**src/rtl/riscv_32f_alu_sequencer_pkg.sv**
```systemverilog
// Shared definitions for the RV32F ALU sequencer: instruction encodings,
// func5 codes, latency classes and sequencer states.
package riscv_32f_alu_sequencer_pkg;

  localparam logic [15:0] ENCODING_NONE   = 16'h0000;
  localparam logic [15:0] ENCODING_FP_OP  = 16'h0200;
  localparam logic [15:0] ENCODING_FLOAD  = 16'h0400;
  localparam logic [15:0] ENCODING_FSTORE = 16'h0800;
  localparam logic [15:0] ENCODING_FMADD  = 16'h1000;
  localparam logic [15:0] ENCODING_FMSUB  = 16'h2000;
  localparam logic [15:0] ENCODING_FNMSUB = 16'h4000;
  localparam logic [15:0] ENCODING_FNMADD = 16'h8000;

  localparam logic [4:0] RV32F_FUNC5_FADD     = 5'b00000;
  localparam logic [4:0] RV32F_FUNC5_FSUB     = 5'b00001;
  localparam logic [4:0] RV32F_FUNC5_FMUL     = 5'b00010;
  localparam logic [4:0] RV32F_FUNC5_FDIV     = 5'b00011;
  localparam logic [4:0] RV32F_FUNC5_FSGNJ    = 5'b00100;
  localparam logic [4:0] RV32F_FUNC5_FMINMAX  = 5'b00101;
  localparam logic [4:0] RV32F_FUNC5_FSQRT    = 5'b01011;
  localparam logic [4:0] RV32F_FUNC5_FCMP     = 5'b10100;
  localparam logic [4:0] RV32F_FUNC5_FCVT_W_S = 5'b11000;
  localparam logic [4:0] RV32F_FUNC5_FCVT_S_W = 5'b11010;
  localparam logic [4:0] RV32F_FUNC5_FMV_X_W  = 5'b11100;
  localparam logic [4:0] RV32F_FUNC5_FMV_W_X  = 5'b11110;

  typedef enum logic [2:0] {
    CLS_NONE = 3'd0,
    CLS_CMP  = 3'd1,
    CLS_ADD  = 3'd2,
    CLS_MUL  = 3'd3,
    CLS_DIV  = 3'd4,
    CLS_SQRT = 3'd5,
    CLS_CVT  = 3'd6,
    CLS_FMA  = 3'd7
  } op_class_t;

  typedef enum logic [1:0] {
    ST_IDLE = 2'd0,
    ST_MUL  = 2'd1,
    ST_EXEC = 2'd2,
    ST_DONE = 2'd3
  } seq_state_t;

endpackage

```
**src/rtl/riscv_32f_alu_sequencer_op_class_decode.sv**
```systemverilog
// Combinational decode of the execute-stage FP instruction into the
// latency class of the IP core that will execute it.
module riscv_32F_op_class_decode
  import riscv_32f_alu_sequencer_pkg::*;
(
  input  logic [15:0] encoding_i,
  input  logic [4:0]  func5_i,
  output logic [2:0]  op_class_o
);

  always_comb begin
    op_class_o = CLS_NONE;
    // Encodings without any of the upper bits set never reach an FP core.
    if (encoding_i[15:9] != 7'd0) begin
      case (encoding_i)
        ENCODING_FP_OP: begin
          case (func5_i)
            RV32F_FUNC5_FADD,
            RV32F_FUNC5_FSUB:     op_class_o = CLS_ADD;
            RV32F_FUNC5_FMUL:     op_class_o = CLS_MUL;
            RV32F_FUNC5_FDIV:     op_class_o = CLS_DIV;
            RV32F_FUNC5_FSQRT:    op_class_o = CLS_SQRT;
            RV32F_FUNC5_FMINMAX,
            RV32F_FUNC5_FCMP:     op_class_o = CLS_CMP;
            RV32F_FUNC5_FCVT_W_S,
            RV32F_FUNC5_FCVT_S_W: op_class_o = CLS_CVT;
            default:              op_class_o = CLS_NONE;
          endcase
        end
        ENCODING_FMADD,
        ENCODING_FMSUB,
        ENCODING_FNMSUB,
        ENCODING_FNMADD:          op_class_o = CLS_FMA;
        default:                  op_class_o = CLS_NONE;
      endcase
    end
  end

endmodule

```
**src/rtl/riscv_32f_alu_sequencer.sv**
```systemverilog
// Multi-cycle stall/result sequencer for the pipelined RV32F ALU; holds the
// pipeline for the selected core latency and runs FMA as multiply then add.
module riscv_32f_alu_sequencer
  import riscv_32f_alu_sequencer_pkg::*;
#(
  parameter int LAT_ADD  = 7,
  parameter int LAT_MUL  = 5,
  parameter int LAT_DIV  = 16,
  parameter int LAT_SQRT = 16,
  parameter int LAT_CMP  = 1,
  parameter int LAT_CVT  = 6,
  parameter int CNT_W    = 5
) (
  input  logic        clock_float_i,
  input  logic        reset_i,
  input  logic        req_i,
  input  logic [15:0] encoding_i,
  input  logic [4:0]  func5_i,
  input  logic        flush_i,
  output logic        stall_o,
  output logic        busy_o,
  output logic        fma_phase_o,
  output logic        result_en_o,
  output logic        done_o,
  output logic [2:0]  op_class_o
);

  seq_state_t       state_reg;
  logic [CNT_W-1:0] cnt_reg;
  logic [2:0]       class_reg;
  logic             fma_phase_reg;
  logic [2:0]       dec_class;
  logic             accept;
  logic             issue_none;
  logic             mul_last;
  logic             exec_last;

  riscv_32F_op_class_decode u_decode (
    .encoding_i (encoding_i),
    .func5_i    (func5_i),
    .op_class_o (dec_class)
  );

  // Counter load value: core latency minus one, since the load cycle counts.
  function automatic logic [CNT_W-1:0] lat_m1(input logic [2:0] cls);
    case (cls)
      CLS_CMP:  lat_m1 = CNT_W'(LAT_CMP - 1);
      CLS_ADD:  lat_m1 = CNT_W'(LAT_ADD - 1);
      CLS_MUL:  lat_m1 = CNT_W'(LAT_MUL - 1);
      CLS_DIV:  lat_m1 = CNT_W'(LAT_DIV - 1);
      CLS_SQRT: lat_m1 = CNT_W'(LAT_SQRT - 1);
      CLS_CVT:  lat_m1 = CNT_W'(LAT_CVT - 1);
      default:  lat_m1 = '0;
    endcase
  endfunction

  always_comb begin
    accept     = (state_reg == ST_IDLE) && req_i && !flush_i && (dec_class != CLS_NONE);
    issue_none = (state_reg == ST_IDLE) && req_i && !flush_i && (dec_class == CLS_NONE);
    mul_last   = (state_reg == ST_MUL)  && (cnt_reg == '0);
    exec_last  = (state_reg == ST_EXEC) && (cnt_reg == '0);
  end

  // Outputs are forced low while reset is held, even if a request is present.
  assign stall_o     = !reset_i && !flush_i &&
                       (accept || state_reg == ST_MUL || state_reg == ST_EXEC);
  assign done_o      = !reset_i && !flush_i && (issue_none || state_reg == ST_DONE);
  assign result_en_o = !reset_i && !flush_i && exec_last;
  // The adder input switches in the cycle the multiply result becomes valid.
  assign fma_phase_o = !reset_i && (fma_phase_reg || mul_last);
  assign busy_o      = (state_reg != ST_IDLE);
  assign op_class_o  = class_reg;

  always_ff @(posedge clock_float_i or posedge reset_i) begin
    if (reset_i) begin
      state_reg     <= ST_IDLE;
      cnt_reg       <= '0;
      class_reg     <= CLS_NONE;
      fma_phase_reg <= 1'b0;
    end else if (flush_i) begin
      state_reg     <= ST_IDLE;
      cnt_reg       <= '0;
      class_reg     <= CLS_NONE;
      fma_phase_reg <= 1'b0;
    end else begin
      case (state_reg)
        ST_IDLE: begin
          if (accept) begin
            class_reg <= dec_class;
            if (dec_class == CLS_FMA) begin
              cnt_reg   <= lat_m1(CLS_MUL);
              state_reg <= ST_MUL;
            end else begin
              cnt_reg   <= lat_m1(dec_class);
              state_reg <= ST_EXEC;
            end
          end
        end
        ST_MUL: begin
          if (cnt_reg == '0) begin
            cnt_reg       <= lat_m1(CLS_ADD);
            state_reg     <= ST_EXEC;
            fma_phase_reg <= 1'b1;
          end else begin
            cnt_reg <= cnt_reg - CNT_W'(1);
          end
        end
        ST_EXEC: begin
          if (cnt_reg == '0) begin
            state_reg <= ST_DONE;
          end else begin
            cnt_reg <= cnt_reg - CNT_W'(1);
          end
        end
        ST_DONE: begin
          // The same instruction is still presented here, so req_i is ignored.
          state_reg     <= ST_IDLE;
          class_reg     <= CLS_NONE;
          fma_phase_reg <= 1'b0;
        end
        default: begin
          state_reg <= ST_IDLE;
        end
      endcase
    end
  end

endmodule

```
**config.mk**
```make
export PLATFORM = sky130hd
export DESIGN_NAME = riscv_32f_alu_sequencer
export DESIGN_NICKNAME = d
export VERILOG_FILES = /design/src/rtl/riscv_32f_alu_sequencer_pkg.sv /design/src/rtl/riscv_32f_alu_sequencer_op_class_decode.sv /design/src/rtl/riscv_32f_alu_sequencer.sv
export SDC_FILE = /design/constraint.sdc
export NUM_CORES = 1
export LEC_CHECK = 0
export ABC_AREA = 1
export CAP_MARGIN = 30
export CORE_ASPECT_RATIO = 0.5
export CORE_MARGIN = 5
export CORE_UTILIZATION = 45
export CTS_CLUSTER_SIZE = 14
export DETAILED_ROUTE_END_ITERATION = 8
export GPL_TIMING_DRIVEN = 0
export PLACE_DENSITY_LB_ADDON = 0.15
export SYNTH_ARGS = -nofsm -noshare
export SYNTH_HDL_FRONTEND = slang
export SYNTH_SLANG_ARGS = --single-unit
```
**constraint.sdc**
```tcl
create_clock -name clock_float_i -period 1.81 [get_ports clock_float_i]
set_input_delay 0.4525 -clock clock_float_i [delete_from_list [all_inputs] [get_ports clock_float_i]]
set_output_delay 0.4525 -clock clock_float_i [all_outputs]
set_load 0.01 [all_outputs]
```
==> out/qor.yml <==
placement:
  pre_cts_slack_ns: -1.18
  dp_hpwl_um: 2620
  placed_area_mm2: 0.00159
  place.gp.congestion: 0.929
  port_buffers: 32
floorplan:
  die_h_um: 46.6
  pin_count: 33
  fp.dieW_um: 83.3
  start_util_pct: 46.7
  die_area_mm2: 0.00388
  rows: 13
  core_mm2: 0.00259
global_routing:
  overflow: 0
  antenna_found_initial: 0
  grt_max_degree: 12
  grt_pass1_wl_um: 6730
  grt_use_total_pct: 21.8
  grt_pass1_vias: 1532
final_layout:
  fin_nets: 309
  largest_register_ffs: 5
  multi_input_area_mm2: 0.00100
  syn2layout_area_growth_pct: 66.2
  fill_cells: 184
  antenna_cells: 0
  fin_area_mm2: 0.00201
  layout-drive-gt1-share_pct: 42.4
  seqCellArea_um2: 275
logic_synthesis:
  ys_ff_latch: 11
  syn-instance-count: 213
  yosys_warnings: 0
  yosysSeqAreaShare_pct: 22.8
  synth.avg_cell_area_um2: 5.67
  synth_nets: 243
  synth_cell_types: 22
  netlist_area_mm2: 0.00121
power_and_ir_drop:
  power.leakage_uw: 0.00106
  clkPwrFrac_pct: 9.6
  combPwrFrac_pct: 75.1
  totalPowerFinal_uw: 2500
  peakVddDrop_mv: 0.927
  p_sw_uw: 1170
  sw_frac_of_total_pct: 46.8
  seqPwrFrac_pct: 15.3
  power.density_mw_per_mm2: 1240
  intPower_uw: 1330
critical_path:
  cp_max_fo: 4
  startpoint_type: "flip-flop"
  worstSetupPathType: "flip-flop to output port"
  crit_required_ns: 1.36
  critPathCaptureType: "output port"
  cp.arrival_ns: 1.66
sta:
  grt_setup_unrepaired: "yes"
  timing.final.hold_violations: 0
  layout_setup_ws_ns: -0.300
  setup_viol: 6
  fin_setup_tns_ns: -0.937
  fin_crit_sh_pct: 117
  fmax_mhz: 474
  period_needed_ns: 2.11
  clock_skew_ns: 0.00180
  tightestPinTransition_ns: 0.440
  slew_headroom_pct: 70.7
  slew_viol_final: 0
route:
  final_antenna_net_count: 0
  drt_iter0_markers: 80
  vias: 1630
  dr.pass1.iters: 4
  wirelength_um: 4180
  viasPerCell: 5.17
  drc: 0
  wl_per_cell_um: 13.3
worst_hold_path:
  hp-class: "primary input to asynchronous set/reset pin"
clocking:
  worstSkewPairLatency_ns: 0.23
  ctsHoldBuffers: 0
  cts_buffer_depth: 2
  cts_made_buffers: 3
  root_buffer: "clkbuf_8"
  clock-sinks: 11
  clk_pin_slew_ns: 0.05
  cts_max_level: 1
  cts_tree: "done"
run_status:
  violations: "setup timing"
  status: "finished with violations"
run:
  drv_cap: 0
==> routing by layer <==
metal | track usage, % | vias to the layer above | share of wire, %
met5 | 0 | - | 0
met4 | 8.14 | 0 | 2.9
met3 | 3.75 | 18 | 8.5
met2 | 39.6 | 83 | 45
met1 | 26.8 | 729 | 43
li1 | - | 800 | -
==> critical path, stage by stage (launching register included) <==
cell and delay (ns):
dfrtp_1 0.37, buf_4 0.15, ha_1 0.31, nor2_1 0.33, a21oi_2 0.10, buf_2 0.16
==> power by group through the flow <==
stage | clock network, µW | logic [µW] | registers (µW)
after floorplan | 0 | 721 | 364
after global placement | 0 | 975 | 376
after detailed placement | 0 | 1000 | 377
after CTS | 246 | 1510 | 374
after global routing | 265 | 2020 | 388
final | 240 | 1880 | 381
==> path summary, 6_finish.rpt <==
path,startpoint,endpoint,slack [ns],depth (start not counted)
setup / recovery,state_reg[0],stall_o,-0.30,5
hold / removal,reset_i,op_class_o[0],0.43,3
setup reg to reg,cnt_reg[1],cnt_reg[1],-0.03,14
hold reg to reg,op_class_o[1],op_class_o[1],0.47,2
max in group asynchronous,reset_i,cnt_reg[2],1.24,3
min in group clock_float_i,op_class_o[1],op_class_o[1],0.47,2
==> logic make-up (layout without fill, tap and decap cells) <==
| logic type | count (synthesis) | count (layout) | synth area share, % |
|---|---|---|---|
| simple gates | 146 | 146 | 52.7 |
| buf+inv | 32 | 97 | 10.6 |
| compound gates | 18 | 18 | 7.98 |
| flops | 11 | 11 | 22.8 |
| fa+ha+maj | 5 | 5 | 5.18 |
| xor+xnor | 1 | 1 | 0.726 |
==> cells in the mapped netlist <==
| cell type | instances | area [µm²] |
|---|---|---|
| a21oi_1 | 10 | 50.1 |
| buf_6 | 1 | 11.3 |
| clkbuf_1 | 1 | 3.75 |
| clkinv_1 | 1 | 3.75 |
| dfrtp_1 | 11 | 275 |
| ha_1 | 5 | 62.6 |
| inv_1 | 29 | 109 |
| nand2_1 | 71 | 267 |
| nand2_2 | 4 | 25.0 |
| nand2_4 | 1 | 11.3 |
| nand3_1 | 23 | 115 |
| nand4_1 | 4 | 25.0 |
| nand4_2 | 1 | 12.5 |
| nor2_1 | 36 | 135 |
| nor2_2 | 2 | 12.5 |
| nor2_4 | 2 | 22.5 |
| nor3_1 | 1 | 5.00 |
| nor4_1 | 1 | 6.26 |
| o2111ai_1 | 1 | 8.76 |
| o211ai_1 | 1 | 7.51 |
| o21ai_0 | 6 | 30.0 |
| xor2_1 | 1 | 8.76 |
==> what timing repair did <==
item / CTS / global route
cloned: 0 / 0
endpoints found under the setup margin: 15 / 15
pin swaps: 28 / 29
gates resized for setup: 137 / 35
setup buffers: 25 / 7
==> cell usage in the layout, fill, tap and decap left out, drive strengths merged <==
master,instances
clkbuf,5
dfrtp,11
o2111ai,1
clkdlybuf4s50,5
a21oi,10
nand2,76
nand3,23
buf,53
ha,5
clkinvlp,1
xor2,1
clkinv,1
nand4,5
o21ai,6
nor2,40
nor3,1
o211ai,1
nor4,1
clkdlybuf4s15,2
dlygate4sd2,2
inv,28
==> cell type report <==
type	instances	area share [%]
well taps	37	2.31
flip-flops and latches	11	13.7
plain buffers	2	0.748
repair buffers	61	25.1
clock buffers	4	2.24
multi-input cells	170	50.0
inverters	30	5.86
==> stage by stage <==
stage | utilization [%] | hold WS (ns) | instances
final | 77.6 | 0.426 | 315
after global routing | 77.6 | 0.442 | 315
after CTS | 72.1 | 0.432 | 311
after detailed placement | 61.5 | 0.461 | 282
after global placement | 61.5 | 0.455 | 282
after floorplan | - | 0.313 | 213
No activity file was read; power rests on OpenSTA's default activity.
